--- config.mk ---
export PLATFORM = sky130hd
export DESIGN_NAME = ball_engine
export DESIGN_NICKNAME = d
export VERILOG_FILES = /design/src/rtl/ball_engine_pkg.sv /design/src/rtl/ball_engine_brick_geom.sv /design/src/rtl/ball_engine.sv
export SDC_FILE = /design/constraint.sdc
export NUM_CORES = 1
export LEC_CHECK = 0
export ABC_AREA = 1
export BUFFER_PORTS_ARGS = -buffer_cell sky130_fd_sc_hd__buf_4
export CAP_MARGIN = 15
export CORE_UTILIZATION = 65
export DETAILED_ROUTE_END_ITERATION = 10
export PLACE_DENSITY = 0.86
export SKIP_CTS_REPAIR_TIMING = 1
export SYNTH_ARGS = -nofsm -noshare
export SYNTH_HDL_FRONTEND = slang
export SYNTH_SLANG_ARGS = --single-unit
export TNS_END_PERCENT = 10
--- constraint.sdc ---
create_clock -name clk -period 4.8 [get_ports clk]
set_input_delay 0.48 -clock clk [delete_from_list [all_inputs] [get_ports clk]]
set_output_delay 0.48 -clock clk [all_outputs]
set_load 0.01 [all_outputs]
--- src/rtl/ball_engine_pkg.sv ---
// ball_engine_pkg: screen, brick-grid and paddle geometry shared with the colour generator
package ball_engine_pkg;
  localparam logic [10:0] SCR_W      = 11'd640;
  localparam logic [10:0] SCR_H      = 11'd480;
  localparam logic [10:0] BRICK_W    = 11'd80;
  localparam logic [10:0] BRICK_H    = 11'd50;
  localparam logic [10:0] PADDLE_W   = 11'd160;
  localparam logic [10:0] PADDLE_H   = 11'd10;
  localparam logic [10:0] PADDLE_MID = PADDLE_W >> 1;
  localparam int ROWS   = 3;
  localparam int COLS   = 8;
  localparam int NBRICK = ROWS * COLS;

  typedef enum logic [3:0] {
    S_IDLE, S_WAIT, S_MOVE, S_WALL, S_PADDLE, S_SCAN, S_COMMIT, S_LOST, S_WIN
  } state_t;

  function automatic logic [4:0] brick_idx(input logic [1:0] r, input logic [2:0] c);
    return {r, c};
  endfunction
endpackage

--- src/rtl/ball_engine_brick_geom.sv ---
// brick_geom: origin of brick (row,col) and whether the ball box overlaps it
module brick_geom
  import ball_engine_pkg::*;
#(
  parameter logic [10:0] BRICK_TOP = 11'd40,
  parameter logic [10:0] HALF      = 11'd2
) (
  input  logic [1:0]  row,
  input  logic [2:0]  col,
  input  logic [10:0] nx,
  input  logic [10:0] ny,
  output logic        overlap
);
  logic [10:0] bx, by;
  // Compare edges written without subtracting HALF from the ball so nothing can underflow
  always_comb begin
    bx = 11'(col) * BRICK_W;
    by = BRICK_TOP + 11'(row) * BRICK_H;
    overlap = (nx + HALF > bx) && (nx < bx + BRICK_W + HALF) &&
              (ny + HALF > by) && (ny < by + BRICK_H + HALF);
  end
endmodule

--- src/rtl/ball_engine.sv ---
// ball_engine: once-per-frame ball advance with wall, paddle and brick collision resolution
module ball_engine
  import ball_engine_pkg::*;
#(
  parameter logic [10:0] BRICK_TOP = 11'd40,
  parameter logic [10:0] PADDLE_Y  = 11'd440,
  parameter logic [10:0] BALL_X0   = 11'd320,
  parameter logic [10:0] BALL_Y0   = 11'd300,
  parameter logic [10:0] STEP      = 11'd2,
  parameter logic [10:0] HALF      = 11'd2
) (
  input  logic              clk,
  input  logic              rst,
  input  logic              start,
  input  logic              frame_tick,
  input  logic [9:0]        paddlex,
  output logic [9:0]        ballx,
  output logic [9:0]        bally,
  output logic [NBRICK-1:0] hit,
  output logic              busy,
  output logic              game_over,
  output logic              cleared
);
  localparam logic [10:0] X_MIN  = HALF + 11'd1;
  localparam logic [10:0] X_MAX  = SCR_W - HALF - 11'd2;
  localparam logic [10:0] Y_MIN  = HALF + 11'd1;
  localparam logic [10:0] Y_LOST = SCR_H - 11'd1;
  localparam logic [10:0] PAD_UP = PADDLE_Y - HALF - 11'd1;
  localparam logic [10:0] PAD_LO = PADDLE_Y + PADDLE_H;

  state_t      state;
  logic        dx, dy;
  logic [10:0] nx, ny, pad;
  logic [1:0]  row;
  logic [2:0]  col;
  logic        found, overlap;
  logic [4:0]  k;

  assign k = brick_idx(row, col);

  brick_geom #(.BRICK_TOP(BRICK_TOP), .HALF(HALF)) geom (
    .row(row), .col(col), .nx(nx), .ny(ny), .overlap(overlap)
  );

  // Frame sequencer; dx/dy hold 1 for the positive direction, ballx/bally move only on commit or park
  always_ff @(posedge clk or negedge rst)
    if (!rst) begin
      state     <= S_IDLE;
      ballx     <= BALL_X0[9:0];
      bally     <= BALL_Y0[9:0];
      hit       <= '0;
      dx        <= 1'b1;
      dy        <= 1'b0;
      busy      <= 1'b0;
      game_over <= 1'b0;
      cleared   <= 1'b0;
      nx        <= BALL_X0;
      ny        <= BALL_Y0;
      pad       <= '0;
      row       <= '0;
      col       <= '0;
      found     <= 1'b0;
    end else begin
      case (state)
        S_IDLE: if (!start) state <= S_WAIT;
        S_WAIT: if (frame_tick) begin
          state <= S_MOVE;
          busy  <= 1'b1;
        end
        S_MOVE: begin
          nx    <= dx ? {1'b0, ballx} + STEP : {1'b0, ballx} - STEP;
          ny    <= dy ? {1'b0, bally} + STEP : {1'b0, bally} - STEP;
          pad   <= {1'b0, paddlex};
          state <= S_WALL;
        end
        S_WALL: begin
          if (!dx && nx < X_MIN) begin
            nx <= X_MIN;
            dx <= 1'b1;
          end else if (dx && nx > X_MAX) begin
            nx <= X_MAX;
            dx <= 1'b0;
          end
          if (!dy && ny < Y_MIN) begin
            ny <= Y_MIN;
            dy <= 1'b1;
          end
          if (ny >= Y_LOST) begin
            state     <= S_LOST;
            busy      <= 1'b0;
            game_over <= 1'b1;
            ballx     <= BALL_X0[9:0];
            bally     <= BALL_Y0[9:0];
            dx        <= 1'b1;
            dy        <= 1'b0;
          end else state <= S_PADDLE;
        end
        S_PADDLE: begin
          if (dy && ny + HALF >= PADDLE_Y && ny <= PAD_LO && nx >= pad && nx <= pad + PADDLE_W) begin
            ny <= PAD_UP;
            dy <= 1'b0;
            dx <= nx >= pad + PADDLE_MID;
          end
          row   <= '0;
          col   <= '0;
          found <= 1'b0;
          state <= S_SCAN;
        end
        S_SCAN: begin
          if (overlap && !found && !hit[k]) begin
            hit[k] <= 1'b1;
            dy     <= !dy;
            found  <= 1'b1;
          end
          col <= col + 3'd1;
          if (col == 3'(COLS - 1)) row <= row + 2'd1;
          if (row == 2'(ROWS - 1) && col == 3'(COLS - 1)) state <= S_COMMIT;
        end
        S_COMMIT: begin
          busy <= 1'b0;
          if (&hit) begin
            state   <= S_WIN;
            cleared <= 1'b1;
            ballx   <= BALL_X0[9:0];
            bally   <= BALL_Y0[9:0];
            dx      <= 1'b1;
            dy      <= 1'b0;
          end else begin
            ballx <= nx[9:0];
            bally <= ny[9:0];
            state <= S_WAIT;
          end
        end
        S_LOST: if (!start) begin
          game_over <= 1'b0;
          state     <= S_WAIT;
        end
        S_WIN: if (!start) begin
          hit     <= '0;
          cleared <= 1'b0;
          state   <= S_WAIT;
        end
        default: state <= S_IDLE;
      endcase
    end
endmodule

Yosys cells after proc, flatten, opt, wreduce, memory -nomap -nowiden
Cells that the tools add are included.
{"block": "totals", "wordCells": 166, "register_bits": 91, "input_bits": 14}
{"block": "op_classes", "n_mux": 51, "reduce_logical": 43, "n_addsub": 15, "n_eq_ne": 24, "mul": 2, "bitwise_logic": 1, "order_cmp": 15}
{"op": "$mux W11", "count": 6}
{"op": "$mux W24", "count": 2}
{"op": "$pmux W24 S2", "count": 1}
{"op": "$add A11 B2 Y11 const B", "count": 4}
{"op": "$mux W10", "count": 4}
{"op": "$pmux W10 S2", "count": 2}
{"op": "$pmux W11 S3", "count": 1}
{"op": "$pmux W4 S7", "count": 1}
{"op": "$or A24 B24 Y24", "count": 1}
{"op": "$reduce_and A24 Y1", "count": 1}
{"op": "$add A10 B2 Y11 const B", "count": 2}
{"op": "$add A10 B7 Y11 const B", "count": 2}
{"op": "$ge A11 B9 Y1 const B", "count": 2}
{"op": "$lt A11 B11 Y1", "count": 2}
{"op": "$lt A11 B2 Y1 const B", "count": 2}
{"op": "$ne A2 B2 Y1 const B", "count": 11}
{"op": "$pmux W11 S2", "count": 1}
{"op": "$sub A10 B2 Y11 const B", "count": 2}
{"op": "$reduce_and A3 Y1", "count": 6}
{"op": "$mux W1", "count": 17}
{"op": "$eq A4 B3 Y1 const B", "count": 4}
{"op": "$mux W4", "count": 4}
{"op": "$logic_and A1 B1 Y1", "count": 14}
{"op": "$reduce_bool A2 Y1", "count": 6}
{"op": "39 further kinds", "count": 53}

Longest topological paths before layout
Gate-level depths: netlist of run 1.
{"block": "depth", "depth_word": 11, "depth_mapped": 22}

Modules after synthesis
A second synthesis of run 1 with hierarchy kept.
{"block": "hier_totals", "hier_cells": 1059, "hier_area_um2": 7697.4}
{"module": "ball_engine", "area_each_um2": 6332.3, "n_inst": 1, "cells_per_inst": 849, "seq_area_each_um2": 2293.4}
{"module": "brick_geom", "area_each_um2": 1365.1, "n_inst": 1, "cells_per_inst": 210, "seq_area_each_um2": 0.0}

Worst setup path before layout of run 1
No wires, ideal clock.
{"block": "synth_timing", "path_kind": "flip-flop to flip-flop", "start": "register col[2]", "end": "register hit[10]", "synth_period_minus_slack_ns": 2.707, "path_stages_with_launch": 20, "path_slack_ns": 2.093, "setup_ns": 0.117, "t_required_ns": 4.683, "t_arrival_ns": 2.591, "path_cell_list": "dfrtp_1 ha_1 ha_1 ha_1 inv_1 ha_1 nand2_1 nor2_1 nand2_1 nand3_1 nand2_1 nand2_1 nand2_1 nand2_1 nand3_2 nor2_4 nand3_2 buf_2 nand3_1 nand2_1"}
{"block": "synth_between", "elab_chain_cells": 11}
{"element": "start: declaration", "line": "ball_engine.sv:35", "rtl": "logic [2:0] col;"}
{"element": "start signal: assignment", "line": "ball_engine.sv:115", "rtl": "col <= col + 3'd1;"}
{"element": "$mul A3 B3 Y6", "line": "ball_engine_brick_geom.sv:17", "rtl": "bx = 11'(col) * BRICK_W;"}
{"element": "$add A10 B7 Y11", "line": "ball_engine_brick_geom.sv:19", "rtl": "overlap = (nx + HALF > bx) && (nx < bx + BRICK_W + HALF) &&"}
{"element": "$add A11 B2 Y11", "line": "ball_engine_brick_geom.sv:19"}
{"element": "$lt A11 B11 Y1", "line": "ball_engine_brick_geom.sv:19"}
{"element": "$logic_and A1 B1 Y1 (2 in series)", "line": "ball_engine_brick_geom.sv:19"}
{"element": "$logic_and A1 B1 Y1", "line": "ball_engine_brick_geom.sv:20", "rtl": "(ny + HALF > by) && (ny < by + BRICK_H + HALF);"}
{"element": "$logic_and A1 B1 Y1 (2 in series)", "line": "ball_engine.sv:110", "rtl": "if (overlap && !found && !hit[k]) begin"}
{"element": "$ne A2 B2 Y1 (no line)"}
{"element": "$reduce_and A3 Y1 (no line)"}
{"element": "end signal: assignment", "line": "ball_engine.sv:51", "rtl": "hit <= '0;"}
{"element": "end signal: indexed assignment", "line": "ball_engine.sv:111", "rtl": "hit[k] <= 1'b1;"}
{"element": "end signal: assignment", "line": "ball_engine.sv:139", "rtl": "hit <= '0;"}
{"element": "end: declaration", "line": "ball_engine.sv:19", "rtl": "output logic [NBRICK-1:0] hit,"}
Several ways; a longest one is shown, not always the timed one. The select of a mux whose other input is x is not followed.
A chain may end at the register's enable or synchronous reset.

Final worst setup path of run 1
{"block": "layout_timing", "start": "register col[0]", "end": "register hit[14]"}
Same word-level chain as after synthesis.

==> results.sh, run 1 <==
export IMPL_tightestPinTransition_ns=1.08
export IMPL_area_growth_syn_to_layout_pct=11.7
export IMPL_drv_cap=0
export IMPL_gr_total_overflow=0
export IMPL_critical_path_class="reg2reg"
export IMPL_worst_clock_skew_ns=0.00421
export IMPL_timing_critical_path_from_type="register"
export IMPL_first_global_vias=6672
export IMPL_dr_first_iter_drc_count=592
export IMPL_post_layout_total_power_w=0.00606
export IMPL_static_leakage_nw=4.40
export IMPL_max_freq_mhz=271
export IMPL_synth_top_flop_cell="sky130_fd_sc_hd__dfrtp_1"
export IMPL_sequential_cell_area_sq_um=2290
export IMPL_hpwl_um=14100
export IMPL_fin_crit_sh_pct=76.9
export IMPL_synth_area_top_cells="sky130_fd_sc_hd__dfrtp_1 (26%), sky130_fd_sc_hd__ha_1 (15%), sky130_fd_sc_hd__nand2_1 (14%), sky130_fd_sc_hd__inv_1 (7.5%), sky130_fd_sc_hd__o21ai_0 (4.9%)"
export IMPL_antenna_found_initial=0
export IMPL_synth_top_cells_by_count="sky130_fd_sc_hd__nand2_1 (276), sky130_fd_sc_hd__inv_1 (148), sky130_fd_sc_hd__ha_1 (90), sky130_fd_sc_hd__nor2_1 (81), sky130_fd_sc_hd__dfrtp_1 (78)"
export IMPL_cts_clk_slew_worst_paths_ns=0.07
export IMPL_fp_dieW_um=109
export IMPL_die_area_sq_um=11900
export IMPL_timing_hold_violations_final=0
export IMPL_largest_net_degree_at_the_start_of_global_routing=56
export IMPL_remaining_drc_errors=0
export IMPL_multi_input_comb_area_sq_um=4480
export IMPL_synth_top_area_share_pct=26.2
export IMPL_yosys_register_bits=91
export IMPL_ys_warnings_count=0
export IMPL_relSlewSlack_pct=28.1
export IMPL_cts_sinks=91
export IMPL_synth_edf_count=0
export IMPL_yosys_cell_types_count=44
export IMPL_setup_repair_after_global_routing_missed_its_margin="false"
export IMPL_fillerInstances=874
export IMPL_tritoncts="yes"
export IMPL_fraction_of_final_layout_cells_with_drive_strength_greater_than_1_pct=11.0
export IMPL_drt_met1_wl_um=8400
export IMPL_crit_fanout=24
export IMPL_finalMaxSlewViolations=0
export IMPL_rows=38
export IMPL_detailed_place_area_sq_um=8010
export IMPL_final_nets=1206
export IMPL_yosys_area_top_type="sky130_fd_sc_hd__dfrtp_1"
export IMPL_grt_util_all_layers_pct=34.1
export IMPL_gpl_final_weighted_congestion=0.913
export IMPL_cts_htree_levels=3
export IMPL_synthArstFlopShare_pct=100
export IMPL_detail_route_vias_per_cell=5.79
export IMPL_grt_first_pass_wirelength_um=31600
export IMPL_initial_core_util_pct=67.9
export IMPL_synth_sequential_area_ratio_pct=30.8
export IMPL_synth_area_sq_um=7450
export IMPL_critical_path_data_arrival_time_ns=3.98
export IMPL_postSynthCellCount=1044
export IMPL_design_core_area_sq_um=11000
export IMPL_cp_end_kind="register"
export IMPL_final_setup_tns_ns=0
export IMPL_detailroute_wirelength_met2_um=8930
export IMPL_clk_root_buffer_cell="sky130_fd_sc_hd__clkbuf_16"
export IMPL_boundaryPins=61
export IMPL_period_minus_slack_ns=3.69
export IMPL_syn_nets=1150
export IMPL_outcome="complete, no violations"
export IMPL_die_height_um=109
export IMPL_routed_wl_met3_um=1280
export IMPL_peak_supply_drop_uv=548
export IMPL_post_drt_wl_per_cell_um=15.2
export IMPL_number_of_iterations_in_the_first_detailed_routing_pass=5
export IMPL_finalSetupViolations=0
export IMPL_clock_tree_buffer_depth=2
export IMPL_critPathRequiredTime_ns=5.09
export IMPL_worst_skew_pair_late_latency_ns=0.35
export IMPL_synth_area_per_cell_sq_um=7.14
export IMPL_final_area_sq_um=8330
export IMPL_routed_top_layer="met4"
export IMPL_power_per_cell_area_nw_per_um2=728
export IMPL_hold_path_class="in2async"
export IMPL_dr_total_vias=7210
export IMPL_port_buffer_count=60
export IMPL_ant_nets=0
export IMPL_route_final_wire_length_um=18900
export IMPL_synthMostInstantiatedCell="sky130_fd_sc_hd__nand2_1"
export IMPL_cts_buf_count=9
export IMPL_antenna_diodes=0
-- layout make-up --
cell class / count / area share, %
clock buffers: 11 / 3.04
clock inverters: 5 / 0.721
inverters: 154 / 6.94
multi-input cells: 779 / 53.8
flip-flops and latches: 91 / 27.5
well taps: 140 / 2.10
repair buffers: 65 / 5.86
-- final timing paths --
check	startpoint	to	slack, ns	cells past startpoint
setup / recovery	col[0]	hit[14]	1.11	19
min in group clk	paddlex[3]	pad[3]	0.33	3
hold / removal	rst	pad[7]	0.08	1
setup reg to reg	col[0]	hit[14]	1.11	19
hold reg to reg	dx	dx	0.52	2
max in group asynchronous	rst	ny[4]	3.65	2
-- layer usage --
metal  global-route usage (%)  up-vias
met3                     6.10       28
met2                     55.1      256
met5                        0        -
met4                     10.6        0
met1                     46.2     3378
li1                         -     3548
-- per-stage QoR --
| step | hold slack [ns] | util (%) | std cells | setup slack, ns |
|---|---|---|---|---|
| finish | 0.0761 | 75.8 | 1245 | 1.11 |
| global route | 0.116 | 75.8 | 1245 | 0.738 |
| CTS | 0.0918 | 75.8 | 1245 | 1.15 |
| detailed placement | 0.468 | 73.0 | 1229 | 1.16 |
| global placement | 0.463 | 73.0 | 1229 | 1.31 |
| floorplan | 0.184 | - | 1044 | 2.09 |
-- cell families after synthesis --
| kind of cell | share of synthesized area [%] |
|---|---|
| AND/OR/NAND/NOR | 27.5 |
| XOR/XNOR | 2.94 |
| adder cells (fa/ha/maj) | 15.6 |
| AO/OA/AOI/OAI | 14.0 |
| flip-flops | 30.8 |
| buffers and inverters | 9.12 |
-- registers in the layout, indices dropped and copies added, names as in the netlist, 2 cells and up --
name / cells
row: 2
hit: 24
bally: 10
col: 3
state: 4
ny: 11
pad: 10
ballx: 10
nx: 11
-- layout by cell type (no fill, tap or decap), drive strengths merged --
cell type    n
bufinv       1
nor4         2
o211ai       6
a31oi        1
nor2        85
nand4       31
a21o         3
nand3       61
xor2        21
nand3b       4
dfrtp       78
inv        153
a22oi        5
clkinv       4
a21oi       65
o311ai       1
clkbuf      11
o21ai       83
nor3        15
o21a         2
o22ai        6
a221oi       1
or2          4
o32ai        1
fa           2
ha          90
nand2      277
o21bai       2
clkinvlp     1
and3         1
dfstp       13
buf         65
xnor2        4
o22a         6
-- power breakdown --
group	switching, W	internal, W	total, W
Sequential	0.000428	0.00107	0.00150
Combinational	0.00234	0.00146	0.00380
Clock	0.000323	0.000434	0.000757
Total	0.00309	0.00297	0.00606
-- worst max-delay path, stage by stage (launching register included) --
cell	delay (ns)
sky130_fd_sc_hd__dfrtp_1	0.66
sky130_fd_sc_hd__ha_1	0.35
sky130_fd_sc_hd__ha_1	0.18
sky130_fd_sc_hd__ha_1	0.35
sky130_fd_sc_hd__inv_1	0.06
sky130_fd_sc_hd__ha_1	0.31
sky130_fd_sc_hd__nand2_1	0.10
sky130_fd_sc_hd__nor2_1	0.15
sky130_fd_sc_hd__nand2_1	0.07
sky130_fd_sc_hd__nand3_1	0.08
sky130_fd_sc_hd__nand2_1	0.05
sky130_fd_sc_hd__nand2_1	0.05
sky130_fd_sc_hd__nand2_1	0.04
sky130_fd_sc_hd__nand2_1	0.06
sky130_fd_sc_hd__nand3_2	0.08
sky130_fd_sc_hd__nor2_4	0.30
sky130_fd_sc_hd__nand3_2	0.31
sky130_fd_sc_hd__nand2_2	0.27
sky130_fd_sc_hd__nand2_1	0.08
sky130_fd_sc_hd__nand2_1	0.07
(Power assumes the default switching activity.)
==> run 2: changes to the inputs <==
- CORE_UTILIZATION: 65 -> 56
- PLACE_DENSITY: 0.86 -> 0.78
- clock period: 4.8 -> 2.95 ns (I/O delays scaled with it)
==> run 2 against run 1 <==
Effect of this change: cell count grew 5.1%; routed wire length grew 4.9%; maximum frequency grew 34%; highest routed layer unchanged; count of clock-buffer cells in the layout grew 1; utilization shrank 7.6 points; the flow now finishes with violations (negative hold slack); via count grew 1.2%; first-iteration DRC count shrank 6.9%; flip-flop and latch count is the same.
==> results.sh, run 2 (synthesized netlist as in run 1, its figures left out) <==
export IMPL_max_freq_mhz=362
export IMPL_detail_route_vias_per_cell=5.58
export IMPL_violations="negative hold slack"
export IMPL_gr_total_overflow=0
export IMPL_die_area_sq_um=13800
export IMPL_cts_clk_slew_worst_paths_ns=0.07
export IMPL_crit_fanout=6
export IMPL_outcome="finished, violations left"
export IMPL_fin_worst_hold_slack_ns=-0.0601
export IMPL_gpl_final_weighted_congestion=0.949
export IMPL_relSlewSlack_pct=58.9
export IMPL_cp_end_kind="register"
export IMPL_timing_critical_path_from_type="register"
export IMPL_clock_tree_buffer_depth=2
export IMPL_clk_root_buffer_cell="sky130_fd_sc_hd__clkbuf_16"
export IMPL_max_stage_delay_ns=0.39
export IMPL_drv_cap=0
export IMPL_reg_top3="hit (24), nx (11), ny (11)"
export IMPL_tritoncts="yes"
export IMPL_worst_skew_pair_late_latency_ns=0.35
export IMPL_timing_rr_start="col[0]"
export IMPL_mostFrequentLayoutCells="sky130_fd_sc_hd__nand2_1 (273), sky130_fd_sc_hd__inv_1 (148), sky130_fd_sc_hd__buf_4 (92)"
export IMPL_die_height_um=117
export IMPL_fp_dieW_um=117
export IMPL_dr_first_iter_drc_count=551
export IMPL_critical_path_class="reg2reg"
export IMPL_tightestPinTransition_ns=0.616
export IMPL_cts_sinks=91
export IMPL_fin_crit_sh_pct=93.6
export IMPL_number_of_iterations_in_the_first_detailed_routing_pass=7
export IMPL_port_buffer_count=60
export IMPL_critical_path_data_arrival_time_ns=3.01
export IMPL_ant_nets=0
export IMPL_final_area_sq_um=8710
export IMPL_antenna_diodes=0
export IMPL_remaining_drc_errors=0
export IMPL_path_cells="ha_1 -> ha_2 -> ha_4 -> inv_1 -> ha_1 -> nand2_2 -> nor2_2 -> nand2_1 -> nand3_1 -> nand2_1 -> nand2_1 -> nand2_1 -> nand2_1 -> nand3_2 -> nor2_4 -> nand3_4 -> clkbuf_16 -> nand3_1 -> nand2_1"
export IMPL_layout_cells_most_common="sky130_fd_sc_hd__nand2_1"
export IMPL_area_growth_syn_to_layout_pct=16.9
export IMPL_static_leakage_nw=4.56
export IMPL_finalSetupViolations=0
export IMPL_boundaryPins=61
export IMPL_design_core_area_sq_um=12800
export IMPL_peak_supply_drop_uv=796
export IMPL_period_minus_slack_ns=2.76
export IMPL_fraction_of_final_layout_cells_with_drive_strength_greater_than_1_pct=14.3
export IMPL_cp_slowest_cell="sky130_fd_sc_hd__dfrtp_1"
export IMPL_worst_r2r_cell_count=19
export IMPL_grt_util_all_layers_pct=29.5
export IMPL_antenna_found_initial=0
export IMPL_timing_hold_violations_final=37
export IMPL_multi_input_comb_area_sq_um=4560
export IMPL_detailed_place_area_sq_um=8250
export IMPL_fillerInstances=1109
export IMPL_largest_reg_flops=24
export IMPL_largest_net_degree_at_the_start_of_global_routing=45
export IMPL_dr_total_vias=7299
export IMPL_route_final_wire_length_um=19800
export IMPL_finalMaxSlewViolations=0
export IMPL_rows=41
export IMPL_worst_clock_skew_ns=0.00923
export IMPL_first_global_vias=6955
export IMPL_hold_path_class="in2async"
export IMPL_reg2reg_to="hit[20]"
export IMPL_post_drt_wl_per_cell_um=15.2
export IMPL_setup_reg_to_reg_worst_slack_ns=0.19
export IMPL_initial_core_util_pct=58.3
export IMPL_utilization_pct=68.2
export IMPL_critPathRequiredTime_ns=3.20
export IMPL_most_frequent_cell_on_critical_path="sky130_fd_sc_hd__nand2_1"
export IMPL_final_nets=1237
export IMPL_grt_first_pass_wirelength_um=33100
export IMPL_sequential_cell_area_sq_um=2290
export IMPL_hpwl_um=14500
export IMPL_cts_buf_count=9
export IMPL_cts_htree_levels=3
export IMPL_power_per_cell_area_nw_per_um2=1170
export IMPL_registers_top_by_ff_count="hit"
## run 2: metal layers
layer  part of all wire [%]  GRT usage (%)
met1                     46           39.8
met2                     46           47.5
met3                    5.6           4.52
met4                    2.0           11.1
met5                      0              0
## run 2: layout make-up
| cell class | instances | share of cell area (%) |
|---|---|---|
| multi-input combinational | 779 | 52.4 |
| sequential | 91 | 26.3 |
| clock inverter | 4 | 0.603 |
| clock buffer | 12 | 2.83 |
| tap | 172 | 2.47 |
| inverter | 154 | 6.63 |
| timing repair buffer | 96 | 8.74 |
## run 2: worst max-delay path: cells and delay by family (launching register included)
family	cells	cell delay, ns
DFF	1	0.39
adders and majority gates	4	0.98
buffers and inverters	2	0.23
and+or+nand+nor	13	1.03
## run 2: worst max path at each step
stage | start | end
6_report | col[0] | hit[20]
5_1_grt | ny[2] | hit[0]
4_1_cts | col[0] | hit[0]
3_5_place_dp | col[0] | hit[2]
3_3_place_gp | col[0] | hit[0]
2_1_floorplan | col[2] | hit[10]
## run 2: where the power goes
| group | total (W) | switching (W) | internal [W] |
|---|---|---|---|
| combinational | 0.00674 | 0.00410 | 0.00264 |
| sequential | 0.00228 | 0.000537 | 0.00175 |
| clock | 0.00121 | 0.000522 | 0.000683 |
## run 2: metrics by stage
| step | hold slack, ns | total power (W) | cells | worst slack [ns] | TNS, ns |
|---|---|---|---|---|---|
| 3_3_place_gp | 0.344 | 0.00861 | 1285 | 0.170 | 0 |
| 6_report | -0.0601 | 0.0102 | 1308 | 0.190 | 0 |
| 3_5_place_dp | 0.352 | 0.00876 | 1285 | 0.0791 | 0 |
| 4_1_cts | -0.0274 | 0.0100 | 1301 | 0.0628 | 0 |
| 2_1_floorplan | -0.000591 | 0.00694 | 1044 | 0.243 | 0 |
| 5_1_grt | 0.00239 | 0.0113 | 1308 | -0.0254 | -0.150 |
